<file path="src/rtl/wb_gpio_pkg.sv">
// Purpose : shared constants and helpers for the wb_gpio_irq register bank.
// Latency : n/a (package only).
// Backpressure: n/a (package only).
// Contents: default parameters, register byte offsets, byte-lane merge helpers.
package wb_gpio_pkg;

  localparam int          DEF_NUM_IO          = 38;
  localparam logic [31:0] DEF_BASE_ADDR       = 32'h3000_0000;
  localparam int          DEF_DEBOUNCE_CYCLES = 16;

  // Byte offsets inside the 256-byte window. LO = bits 31:0, HI = bits NUM_IO-1:32.
  localparam logic [7:0] OFS_OUT_LO = 8'h00;
  localparam logic [7:0] OFS_OUT_HI = 8'h04;
  localparam logic [7:0] OFS_OEB_LO = 8'h08;
  localparam logic [7:0] OFS_OEB_HI = 8'h0C;
  localparam logic [7:0] OFS_IN_LO  = 8'h10;
  localparam logic [7:0] OFS_IN_HI  = 8'h14;
  localparam logic [7:0] OFS_EN_LO  = 8'h18;
  localparam logic [7:0] OFS_EN_HI  = 8'h1C;
  localparam logic [7:0] OFS_POL_LO = 8'h20;
  localparam logic [7:0] OFS_POL_HI = 8'h24;
  localparam logic [7:0] OFS_STS_LO = 8'h28;
  localparam logic [7:0] OFS_STS_HI = 8'h2C;

  // Replace only the byte lanes selected by sel; other lanes keep old_word.
  function automatic logic [31:0] byte_merge(input logic [31:0] old_word,
                                             input logic [31:0] new_word,
                                             input logic [3:0]  sel);
    logic [31:0] res;
    for (int b = 0; b < 4; b++) begin
      res[b*8 +: 8] = sel[b] ? new_word[b*8 +: 8] : old_word[b*8 +: 8];
    end
    return res;
  endfunction

endpackage

</file>
<file path="src/rtl/gpio_in_cond.sv">
// Purpose : pad input conditioning - 2-flop synchroniser, optional debounce, edge detect.
// Latency : level = pin_in + 2 cycles (+DEBOUNCE_CYCLES when debounced); rise/fall valid alongside the new level.
// Backpressure: none; free-running every cycle.
// Ports   : clk, rst_n (async active-low), pin_in[NUM_IO] (async pads),
//           level[NUM_IO] conditioned value, rise/fall[NUM_IO] one-cycle edge pulses.
// Macro   : WB_GPIO_IRQ_DEBOUNCE_EN adds a per-pin stability counter after the synchroniser.
module gpio_in_cond #(
  parameter int NUM_IO          = 38,
  parameter int DEBOUNCE_CYCLES = 16
) (
  input  logic              clk,
  input  logic              rst_n,
  input  logic [NUM_IO-1:0] pin_in,
  output logic [NUM_IO-1:0] level,
  output logic [NUM_IO-1:0] rise,
  output logic [NUM_IO-1:0] fall
);

  if (DEBOUNCE_CYCLES < 2) begin : g_bad_debounce
    $error("gpio_in_cond: DEBOUNCE_CYCLES must be at least 2");
  end

  logic [NUM_IO-1:0] sync_meta;
  logic [NUM_IO-1:0] sync_q;
  logic [NUM_IO-1:0] lvl;
  logic [NUM_IO-1:0] lvl_d;

  always_ff @(posedge clk or negedge rst_n) begin
    if (!rst_n) begin
      sync_meta <= '0;
      sync_q    <= '0;
    end else begin
      sync_meta <= pin_in;
      sync_q    <= sync_meta;
    end
  end

`ifdef WB_GPIO_IRQ_DEBOUNCE_EN
  localparam int CW = $clog2(DEBOUNCE_CYCLES);

  logic [CW-1:0]     stab_cnt [NUM_IO];
  logic [NUM_IO-1:0] stable_q;

  // The counter only runs while the synchronised level differs from the
  // accepted one; any return to the accepted level restarts the count.
  always_ff @(posedge clk or negedge rst_n) begin
    if (!rst_n) begin
      stable_q <= '0;
      for (int i = 0; i < NUM_IO; i++) stab_cnt[i] <= '0;
    end else begin
      for (int i = 0; i < NUM_IO; i++) begin
        if (sync_q[i] == stable_q[i]) begin
          stab_cnt[i] <= '0;
        end else if (stab_cnt[i] == CW'(DEBOUNCE_CYCLES - 1)) begin
          stable_q[i] <= sync_q[i];
          stab_cnt[i] <= '0;
        end else begin
          stab_cnt[i] <= stab_cnt[i] + 1'b1;
        end
      end
    end
  end

  assign lvl = stable_q;
`else
  assign lvl = sync_q;
`endif

  always_ff @(posedge clk or negedge rst_n) begin
    if (!rst_n) lvl_d <= '0;
    else        lvl_d <= lvl;
  end

  assign level = lvl;
  assign rise  = lvl & ~lvl_d;
  assign fall  = ~lvl & lvl_d;

endmodule

</file>
<file path="src/rtl/wb_gpio_irq.sv">
// Purpose : Wishbone GPIO register bank driving pad out/oeb and a per-pin edge interrupt on user_irq[0].
// Latency : ack one cycle after request; writes land on the ack edge; io_out/io_oeb follow one cycle after ack.
// Backpressure: one transaction in flight; a held request is acked every other cycle; out-of-window never acked.
// Ports   : wb_clk_i/wb_rst_n_i, Wishbone slave wbs_*, io_in/io_out/io_oeb[NUM_IO] pads, user_irq[2:0].
// Macro   : WB_GPIO_IRQ_DEBOUNCE_EN enables input debounce inside gpio_in_cond.
module wb_gpio_irq
  import wb_gpio_pkg::*;
#(
  parameter int          NUM_IO          = DEF_NUM_IO,
  parameter logic [31:0] BASE_ADDR       = DEF_BASE_ADDR,
  parameter int          DEBOUNCE_CYCLES = DEF_DEBOUNCE_CYCLES
) (
  input  logic              wb_clk_i,
  input  logic              wb_rst_n_i,
  input  logic              wbs_cyc_i,
  input  logic              wbs_stb_i,
  input  logic              wbs_we_i,
  input  logic [3:0]        wbs_sel_i,
  input  logic [31:0]       wbs_adr_i,
  input  logic [31:0]       wbs_dat_i,
  output logic [31:0]       wbs_dat_o,
  output logic              wbs_ack_o,
  input  logic [NUM_IO-1:0] io_in,
  output logic [NUM_IO-1:0] io_out,
  output logic [NUM_IO-1:0] io_oeb,
  output logic [2:0]        user_irq
);

  if (NUM_IO < 33 || NUM_IO > 64) begin : g_bad_num_io
    $error("wb_gpio_irq: NUM_IO must be in 33..64");
  end

  // Bus side state
  logic        ack_q;
  logic        we_q;
  logic [7:0]  ofs_q;
  logic [3:0]  sel_q;
  logic [31:0] dat_q;
  logic [31:0] rd_dat_q;

  // Register file
  logic [NUM_IO-1:0] out_q, oeb_q, en_q, pol_q, sts_q;
  logic              irq_q;

  // Conditioned inputs
  logic [NUM_IO-1:0] in_lvl, in_rise, in_fall;

  logic              in_win, req, wr_stb;
  logic [31:0]       cur_word, merged;
  logic [NUM_IO-1:0] out_nxt, oeb_nxt, en_nxt, pol_nxt, w1c, sts_set;

  gpio_in_cond #(
    .NUM_IO          (NUM_IO),
    .DEBOUNCE_CYCLES (DEBOUNCE_CYCLES)
  ) u_in_cond (
    .clk    (wb_clk_i),
    .rst_n  (wb_rst_n_i),
    .pin_in (io_in),
    .level  (in_lvl),
    .rise   (in_rise),
    .fall   (in_fall)
  );

  // 32-bit view of a register at a given offset; HI halves are zero-extended.
  function automatic logic [31:0] reg_read(input logic [7:0]        ofs,
                                           input logic [NUM_IO-1:0] r_out,
                                           input logic [NUM_IO-1:0] r_oeb,
                                           input logic [NUM_IO-1:0] r_in,
                                           input logic [NUM_IO-1:0] r_en,
                                           input logic [NUM_IO-1:0] r_pol,
                                           input logic [NUM_IO-1:0] r_sts);
    case (ofs)
      OFS_OUT_LO: return r_out[31:0];
      OFS_OUT_HI: return 32'(r_out[NUM_IO-1:32]);
      OFS_OEB_LO: return r_oeb[31:0];
      OFS_OEB_HI: return 32'(r_oeb[NUM_IO-1:32]);
      OFS_IN_LO:  return r_in[31:0];
      OFS_IN_HI:  return 32'(r_in[NUM_IO-1:32]);
      OFS_EN_LO:  return r_en[31:0];
      OFS_EN_HI:  return 32'(r_en[NUM_IO-1:32]);
      OFS_POL_LO: return r_pol[31:0];
      OFS_POL_HI: return 32'(r_pol[NUM_IO-1:32]);
      OFS_STS_LO: return r_sts[31:0];
      OFS_STS_HI: return 32'(r_sts[NUM_IO-1:32]);
      default:    return '0;
    endcase
  endfunction

  // True when pin bit_idx lives in the half addressed by ofs.
  function automatic logic half_hit(input logic [7:0] ofs,
                                    input int         bit_idx,
                                    input logic [7:0] lo_ofs,
                                    input logic [7:0] hi_ofs);
    return (bit_idx < 32) ? (ofs == lo_ofs) : (ofs == hi_ofs);
  endfunction

  assign in_win = (wbs_adr_i[31:8] == BASE_ADDR[31:8]);
  // ack_q in the term keeps a held request from re-triggering on its own ack cycle.
  assign req    = wbs_cyc_i & wbs_stb_i & ~ack_q & in_win;
  assign wr_stb = ack_q & we_q;

  // Write path: the captured request is applied on the ack cycle. The
  // addressed word is merged by byte lane once, then scattered per pin.
  always_comb begin
    cur_word = reg_read(ofs_q, out_q, oeb_q, in_lvl, en_q, pol_q, sts_q);
    merged   = byte_merge(cur_word, dat_q, sel_q);
    out_nxt  = out_q;
    oeb_nxt  = oeb_q;
    en_nxt   = en_q;
    pol_nxt  = pol_q;
    w1c      = '0;
    sts_set  = '0;
    for (int i = 0; i < NUM_IO; i++) begin
      if (wr_stb && half_hit(ofs_q, i, OFS_OUT_LO, OFS_OUT_HI)) out_nxt[i] = merged[i%32];
      if (wr_stb && half_hit(ofs_q, i, OFS_OEB_LO, OFS_OEB_HI)) oeb_nxt[i] = merged[i%32];
      if (wr_stb && half_hit(ofs_q, i, OFS_EN_LO,  OFS_EN_HI))  en_nxt[i]  = merged[i%32];
      if (wr_stb && half_hit(ofs_q, i, OFS_POL_LO, OFS_POL_HI)) pol_nxt[i] = merged[i%32];
      w1c[i] = wr_stb & half_hit(ofs_q, i, OFS_STS_LO, OFS_STS_HI)
             & sel_q[(i/8)%4] & dat_q[i%32];
      // POL is used live, so a POL write only changes which future edge counts.
      sts_set[i] = pol_q[i] ? in_fall[i] : in_rise[i];
    end
  end

  always_ff @(posedge wb_clk_i or negedge wb_rst_n_i) begin
    if (!wb_rst_n_i) begin
      ack_q    <= 1'b0;
      we_q     <= 1'b0;
      ofs_q    <= '0;
      sel_q    <= '0;
      dat_q    <= '0;
      rd_dat_q <= '0;
      out_q    <= '0;
      oeb_q    <= '1;
      en_q     <= '0;
      pol_q    <= '0;
      sts_q    <= '0;
      irq_q    <= 1'b0;
    end else begin
      ack_q <= req;
      if (req) begin
        we_q  <= wbs_we_i;
        ofs_q <= wbs_adr_i[7:0];
        sel_q <= wbs_sel_i;
        dat_q <= wbs_dat_i;
      end
      // Read data is only non-zero during the ack cycle.
      rd_dat_q <= (req && !wbs_we_i)
                ? reg_read(wbs_adr_i[7:0], out_q, oeb_q, in_lvl, en_q, pol_q, sts_q)
                : '0;
      out_q <= out_nxt;
      oeb_q <= oeb_nxt;
      en_q  <= en_nxt;
      pol_q <= pol_nxt;
      // Set has priority over a same-cycle W1C.
      sts_q <= (sts_q & ~w1c) | sts_set;
      irq_q <= |(sts_q & en_q);
    end
  end

  assign wbs_ack_o = ack_q;
  assign wbs_dat_o = rd_dat_q;
  assign io_out    = out_q;
  assign io_oeb    = oeb_q;
  assign user_irq  = {2'b00, irq_q};

endmodule

</file>
<file path="config.mk">
export PLATFORM = sky130hd
export DESIGN_NAME = wb_gpio_irq
export DESIGN_NICKNAME = d
export VERILOG_FILES = /design/src/rtl/wb_gpio_pkg.sv /design/src/rtl/gpio_in_cond.sv /design/src/rtl/wb_gpio_irq.sv
export SDC_FILE = /design/constraint.sdc
export NUM_CORES = 1
export LEC_CHECK = 0
export BUFFER_PORTS_ARGS = -buffer_cell sky130_fd_sc_hd__buf_4
export CAP_MARGIN = 20
export CORE_ASPECT_RATIO = 0.7
export CORE_MARGIN = 2
export CORE_UTILIZATION = 58
export DETAILED_ROUTE_END_ITERATION = 8
export GPL_ROUTABILITY_DRIVEN = 1
export HOLD_SLACK_MARGIN = 0.12
export PLACE_DENSITY = 0.78
export REMOVE_ABC_BUFFERS = 1
export SKIP_LAST_GASP = 1
export SLEW_MARGIN = 20
export SYNTH_ARGS = -nofsm -noshare
export SYNTH_HDL_FRONTEND = slang
export SYNTH_SLANG_ARGS = --single-unit
export TNS_END_PERCENT = 50
</file>
<file path="constraint.sdc">
create_clock -name wb_clk_i -period 2.6 [get_ports wb_clk_i]
set_input_delay 0.52 -clock wb_clk_i [delete_from_list [all_inputs] [get_ports wb_clk_i]]
set_output_delay 0.52 -clock wb_clk_i [all_outputs]
set_load 0.02 [all_outputs]
</file>
==> results.ini, run 1 <==
[outcome]
status=finished clean

[grt]
globalRouteTotalUtil_pct=40.35
grt_pass1_vias=15390
grt_pass1_wl_um=94390
grt_max_degree=70
antenna_found_initial=0
grt_overflow_total=0

[flow_run]
cap_violations=0

[clock_network]
cts_sinks=383
clkLatencyLatePin_ns=0.54
cts_buffers=37
clockBufferDepth=3
clk_pin_slew_worst_paths_ns=0.06
cts-htree-levels=2
cts_tree=done
cts_root_buffer=clkbuf_16

[power]
leakagePower_nw=9.935
finalPower_mw=12.71
power_per_cell_area_mw_per_mm2=582.6
peakVddDrop_mv=0.5670

[finish]
finalInstanceArea_mm2=0.02181
nNetsFinal=2096
fin_cells=2399
syn2layout_area_growth_pct=25.41
n_antenna_cell=0
utilization_pct=73.26
drive_above_1_share_pct=26.42

[floorplanning]
die_y_um=148.9
die_area_mm2=0.03141
rows=53
num_io_pins=223
dieWidth_um=211.0
core_area_mm2=0.02977
start_util_pct=58.42

[timing]
finalSetupViolCount=0
drv_slew=0
rsz0062_at_grt=no
fin_crit_sh_pct=91.31
fmax_mhz=421.2
hold_viol=0
fin_hold_ws_ns=0.2023
skew_ns=0.02079
worst_pin_slew_ns=0.8062
slew_headroom_pct=46.25
fin_crit_ns=2.374
tns_ns=0
worst_slack_ns=0.2260

[hold_path]
min_from=wbs_sel_i[3]
hp-class=in2reg
holdPathStages=2
worstHoldEndpoint=sel_q[3]

[route]
final_antenna_net_count=0
wl_met3_um=8537
met1_length_um=24820
wire_per_inst_um=26.16
drt_iter0_markers=2232
wl_um=62750
viasPerCell=6.601
drc=0
top_layer=met4
drtPass1Iterations=6
vias=15840
wl_met2_um=27050

[place]
post-dp-hpwl_um=43450
placed_area_mm2=0.02003
dp_cells=2292
io_buffer_count=220
routabilityCongestion=1.036
place_ws_ns=0.1951

[setup_path]
worstSetupEndpointType=flip-flop
critPathLaunchType=flip-flop
r2r_end=io_out[8]
cp_data_arrival_time_ns=2.76
worstPathMaxFanout=34
r2r.worst_path.cells=6
cp.required_ns=2.98
r2r_start=ofs_q[4]
r2r_slack_ns=0.23
crit_type=reg2reg

[synthesis]
ys_warn_count=0
synthesis.area_mm2=0.01739
ys.flop_type=dfrtp_1
yosysUniqueCellTypes=71
synth_cells=1685
seq_area_frac_synth_pct=55.37
synthXorXnorAreaFrac_pct=0
synth_top_family_by_area=compound AO/OA/AOI/OAI gates
ys_ff_latch=383
synth-compound-area-share_pct=18.11
synthMuxAreaShare_pct=8.992
synth_edf_count=0
synthAdderAreaFrac_pct=0
syn_area_per_cell_um2=10.32
synthSimpleGateAreaFrac_pct=14.11
ys_async_sr_fraction_pct=100.0

[cell usage after synthesis, drive strengths merged (6+ instances only)]
cell type	instances	area (um2)
a31oi	34	212.7
mux2i	64	640.6
mux4	12	270.3
nand3	16	80.08
buf	63	359.1
a22o	30	262.8
a21oi	84	420.4
clkbuf	42	167.7
nor3	21	168.9
dfstp	38	998.5
a221oi	6	52.55
a22oi	92	690.7
nand4	6	37.54
and2	8	50.05
inv	16	60.06
nor4	10	98.84
o21ai	138	690.7
o211ai	41	307.8
and3	7	43.79
nor2	131	516.7
nand2	336	1269
a222oi	6	60.06
o22ai	15	93.84
dfrtp	345	8633
mux2	58	653.1
a211oi	13	97.59
[cell families after synthesis]
family | after synthesis
flops | 383
buf+inv | 122
other cells | 1
compound gates | 487
simple gates | 558
mux | 134
[repair_timing]
item                                    4_1_cts  5_1_grt
buffers inserted                              0        0
hold endpoints to repair                     77        0
hold buffers                                 39        0
endpoints found under the setup margin        0        0
gates resized for setup                       0        0
[area by class of cell]
cell class / count / area (um2)
clock buffer: 54 / 1132
clock inverter: 14 / 256.5
fill: 2117 / 7961
inverter: 17 / 63.81
multi-input combinational: 1181 / 7186
sequential: 383 / 9635
tap: 385 / 481.7
timing repair buffer: 365 / 3058
[report_power, final]
| part | switching, mW | internal, mW |
|---|---|---|
| logic | 0.277 | 0.223 |
| clock network | 2.35 | 3.73 |
| registers | 0.0761 | 6.05 |
| total | 2.70 | 10.0 |
[worst max-delay path by stage]
stage	start	depth (start not counted)	endpoint	slack, ns
floorplan	wbs_adr_i[9]	5	wbs_dat_o[10]	-3.93
global placement	wbs_adr_i[5]	6	wbs_dat_o[17]	0.23
detailed placement	wbs_adr_i[5]	6	wbs_dat_o[17]	0.20
CTS	ofs_q[5]	7	en_q[28]	0.26
global route	ofs_q[5]	7	en_q[28]	0.04
finish	ofs_q[4]	6	io_out[8]	0.23
[critical path, stage by stage, from the launching register on]
cell     delay [ns]
dfrtp_2        0.50
or3_1          0.60
nor3_4         0.37
nand2_1        0.18
buf_4          0.34
nand2_1        0.12
o21ai_0        0.11
[registers in the layout (all words and copies together) (netlist names), 32 cells and up]
signal / flops
dat_q: 32
en_q: 38
io_oeb: 38
io_out: 38
pol_q: 38
sts_q: 38
u_in_cond.level: 38
u_in_cond.lvl_d: 38
u_in_cond.sync_meta: 38
wbs_dat_o: 32
[cells in the final DEF, fill, tap and decap left out, drive strengths merged, types with 21 or more instances in the layout]
master | netlist | layout
a21oi | 84 | 84
a22o | 30 | 30
a22oi | 92 | 92
a31oi | 34 | 34
buf | 63 | 326
clkbuf | 42 | 54
dfrtp | 345 | 345
dfstp | 38 | 38
dlygate4sd3 | 0 | 39
mux2 | 58 | 58
mux2i | 64 | 64
nand2 | 336 | 336
nor2 | 131 | 131
nor3 | 21 | 21
o211ai | 41 | 41
o21ai | 138 | 138
[metal layers]
layer / vias to the layer above / track usage (%)
met3: 222 / 12.15
met2: 1176 / 58.26
met5: - / 0
li1: 6684 / -
met4: 0 / 14.26
met1: 7753 / 58.08
Power figures use the tool's default switching activity.
==> run 2, diff against run 1 <==
MAX_ROUTING_LAYER = met4   (was default)
==> run 2 against run 1 <==
Against the previous run:
- count of clock-buffer cells in the layout is 1 lower
- register-to-register slack worse by 0.12 ns
- total power is 5.7% lower
- non-clock buffer count is 8 higher
- clock skew is 0.0058 ns lower
- combinational power hardly changed
- sequential power hardly changed
- global-route usage is 1.4 points higher
- clock power is 12% lower
- critical endpoint is now io_out[37]
- largest power group unchanged
==> results.ini, run 2 (synthesis results as in run 1) <==
[grt]
grt_pass1_wl_um=94860  ; +0.50%
antenna_found_initial=0  ; unchanged
grt_pass1_vias=15480  ; +0.58%
grt_overflow_total=0  ; unchanged
grt_max_degree=81  ; +16%
globalRouteTotalUtil_pct=41.72  ; +1.4 points

[clock_network]
clockBufferDepth=3  ; unchanged
cts-htree-levels=2  ; unchanged
cts_tree=done
clkLatencyLatePin_ns=0.55  ; about the same
cts_buffers=37  ; unchanged
cts_root_buffer=clkbuf_16
cts_sinks=383  ; unchanged
cts_setup_buffers=0  ; unchanged
clk_pin_slew_worst_paths_ns=0.07  ; about the same

[route]
drc=0  ; unchanged
vias=15780  ; -0.33%
wire_per_inst_um=26.10  ; -0.23%
drtPass1Iterations=8  ; +2
viasPerCell=6.557  ; -0.66%
drt_iter0_markers=2258  ; +1.2%
final_antenna_net_count=0  ; unchanged
wl_um=62820  ; +0.10%

[finish]
layout_commonest_cell=dfrtp_1
n_antenna_cell=0  ; unchanged
syn2layout_area_growth_pct=24.64
drive_above_1_share_pct=26.61  ; +0.19 points
final_cell_mix=dfrtp_1, nand2_1, buf_4
nNetsFinal=2104  ; +0.38%

[power]
comb_power_share_pct=4.1  ; +0.2 points
p_sw_mw=2.743  ; +1.5%
peakVddDrop_mv=0.5662  ; -0.13%
seq_power_share_pct=51.1  ; +2.9 points
swShare_pct=22.89  ; +1.6 points
clock_power_share_pct=44.7  ; -3.2 points
p_int_mw=9.243  ; -7.6%
leakagePower_nw=9.874  ; -0.61%
power_per_cell_area_mw_per_mm2=552.9  ; -5.1%

[timing]
fmax_mhz=401.5  ; -4.7%
skew_ns=0.01502  ; -0.005774 ns
fin_crit_sh_pct=95.78  ; +4.5 points
slew_headroom_pct=47.06  ; +0.81 points
worst_pin_slew_ns=0.7898  ; -0.01643 ns
finalSetupViolCount=0  ; unchanged
hold_viol=0  ; unchanged
rsz0062_at_grt=no
worst_slack_ns=0.1096  ; -0.1164 ns
fin_crit_ns=2.490  ; +0.1164 ns
fin_hold_ws_ns=0.1940  ; -0.008316 ns
drv_slew=0  ; unchanged

[place]
post-dp-hpwl_um=43200  ; -0.56%
place_ws_ns=0.2152  ; +0.02012 ns
routabilityCongestion=1.042  ; +0.58%
io_buffer_count=220  ; unchanged

[setup_path]
cp_data_arrival_time_ns=2.94  ; +0.18 ns
critPathLaunchType=flip-flop
worstSetupEndpointType=flip-flop
crit_type=reg2reg
cp.required_ns=3.05  ; +0.07 ns
worstPathMaxFanout=17  ; -50%

[hold_path]
hp-class=in2reg

[flow_run]
cap_violations=0  ; unchanged

[floorplanning]
start_util_pct=58.42  ; unchanged
core_area_mm2=0.02977  ; unchanged
rows=53  ; unchanged
num_io_pins=223  ; unchanged
dieWidth_um=211.0  ; unchanged
die_area_mm2=0.03141  ; unchanged
die_y_um=148.9  ; unchanged

[outcome]
status=finished clean

[run 2: cell types whose count changed in the layout (fill, tap and decap cells not counted), sizes merged]
cell,change
clkinvlp,+3
buf,+8
clkbuf,-1
bufinv,-7
clkinv,+5
[run 2: worst paths after layout]
kind,from,endpoint,slack [ns],depth (start not counted)
hold / removal,wbs_sel_i[0],sel_q[0],0.19,3
min in group asynchronous,wb_rst_n_i,u_in_cond.level[5],0.51,2
hold reg to reg,u_in_cond.sync_meta[4],u_in_cond.level[4],0.35,0
max in group asynchronous,wb_rst_n_i,io_oeb[26],1.19,3
setup reg to reg,ofs_q[5],io_out[37],0.11,8
setup / recovery,ofs_q[5],io_out[37],0.11,8
[run 2: metal layers]
metal  global-route usage [%]  wire length (um)  vias to the layer above
met3                    12.34              8455                      209
met1                    58.61             25280                     7681
met2                    58.22             26960                     1185
li1                         -                 -                     6708
met5                        -                 0                        -
met4                    13.66              2122                        0
[run 2: repair_timing]
| action | 4_1_cts | 5_1_grt |
|---|---|---|
| gates resized for setup | 0 | 0 |
| hold buffers | 39 | 0 |
| hold endpoints to repair | 83 | 0 |
[run 2: area by class of cell]
type	count	area, um2
Sequential cell	383	9635
Fill cell	2084	8094
Multi-Input combinational cell	1181	7186
Timing Repair Buffer	373	3118
Clock buffer	53	1099
Tap cell	385	481.7
Clock inverter	15	97.59
Inverter	17	63.81
[run 2: power by group through the flow]
stage          Combinational [mW]  Clock [mW]  Sequential [mW]
6_report                    0.497        5.36             6.13
5_1_grt                     0.535        5.64             6.13
4_1_cts                     0.493        5.37             6.13
3_5_place_dp                0.443           0             6.23
3_3_place_gp                0.435           0             6.23
2_1_floorplan              0.0879           0             6.21
[run 2: worst max-delay path: stages (launching register included)]
cell	delay, ns
dfrtp_2	0.55
buf_4	0.26
nor3_1	0.52
buf_4	0.22
nand2_1	0.05
o21ai_0	0.16
a31oi_1	0.06
a32o_1	0.38
o21ai_0	0.20
[run 2: stage by stage]
stage | total power [mW] | TNS [ns] | std cells | area, um2 | utilization (%)
after detailed placement | 6.676 | 0 | 2300 | 20090 | 67.49
after global placement | 6.661 | 0 | 2300 | 20090 | 67.49
final | 11.99 | 0 | 2407 | 21680 | 72.82
after global routing | 12.31 | 0 | 2407 | 21680 | 72.82
after floorplan | 6.294 | -418.46 | 1581 | 16870 | -
after CTS | 11.99 | 0 | 2407 | 21680 | 72.82
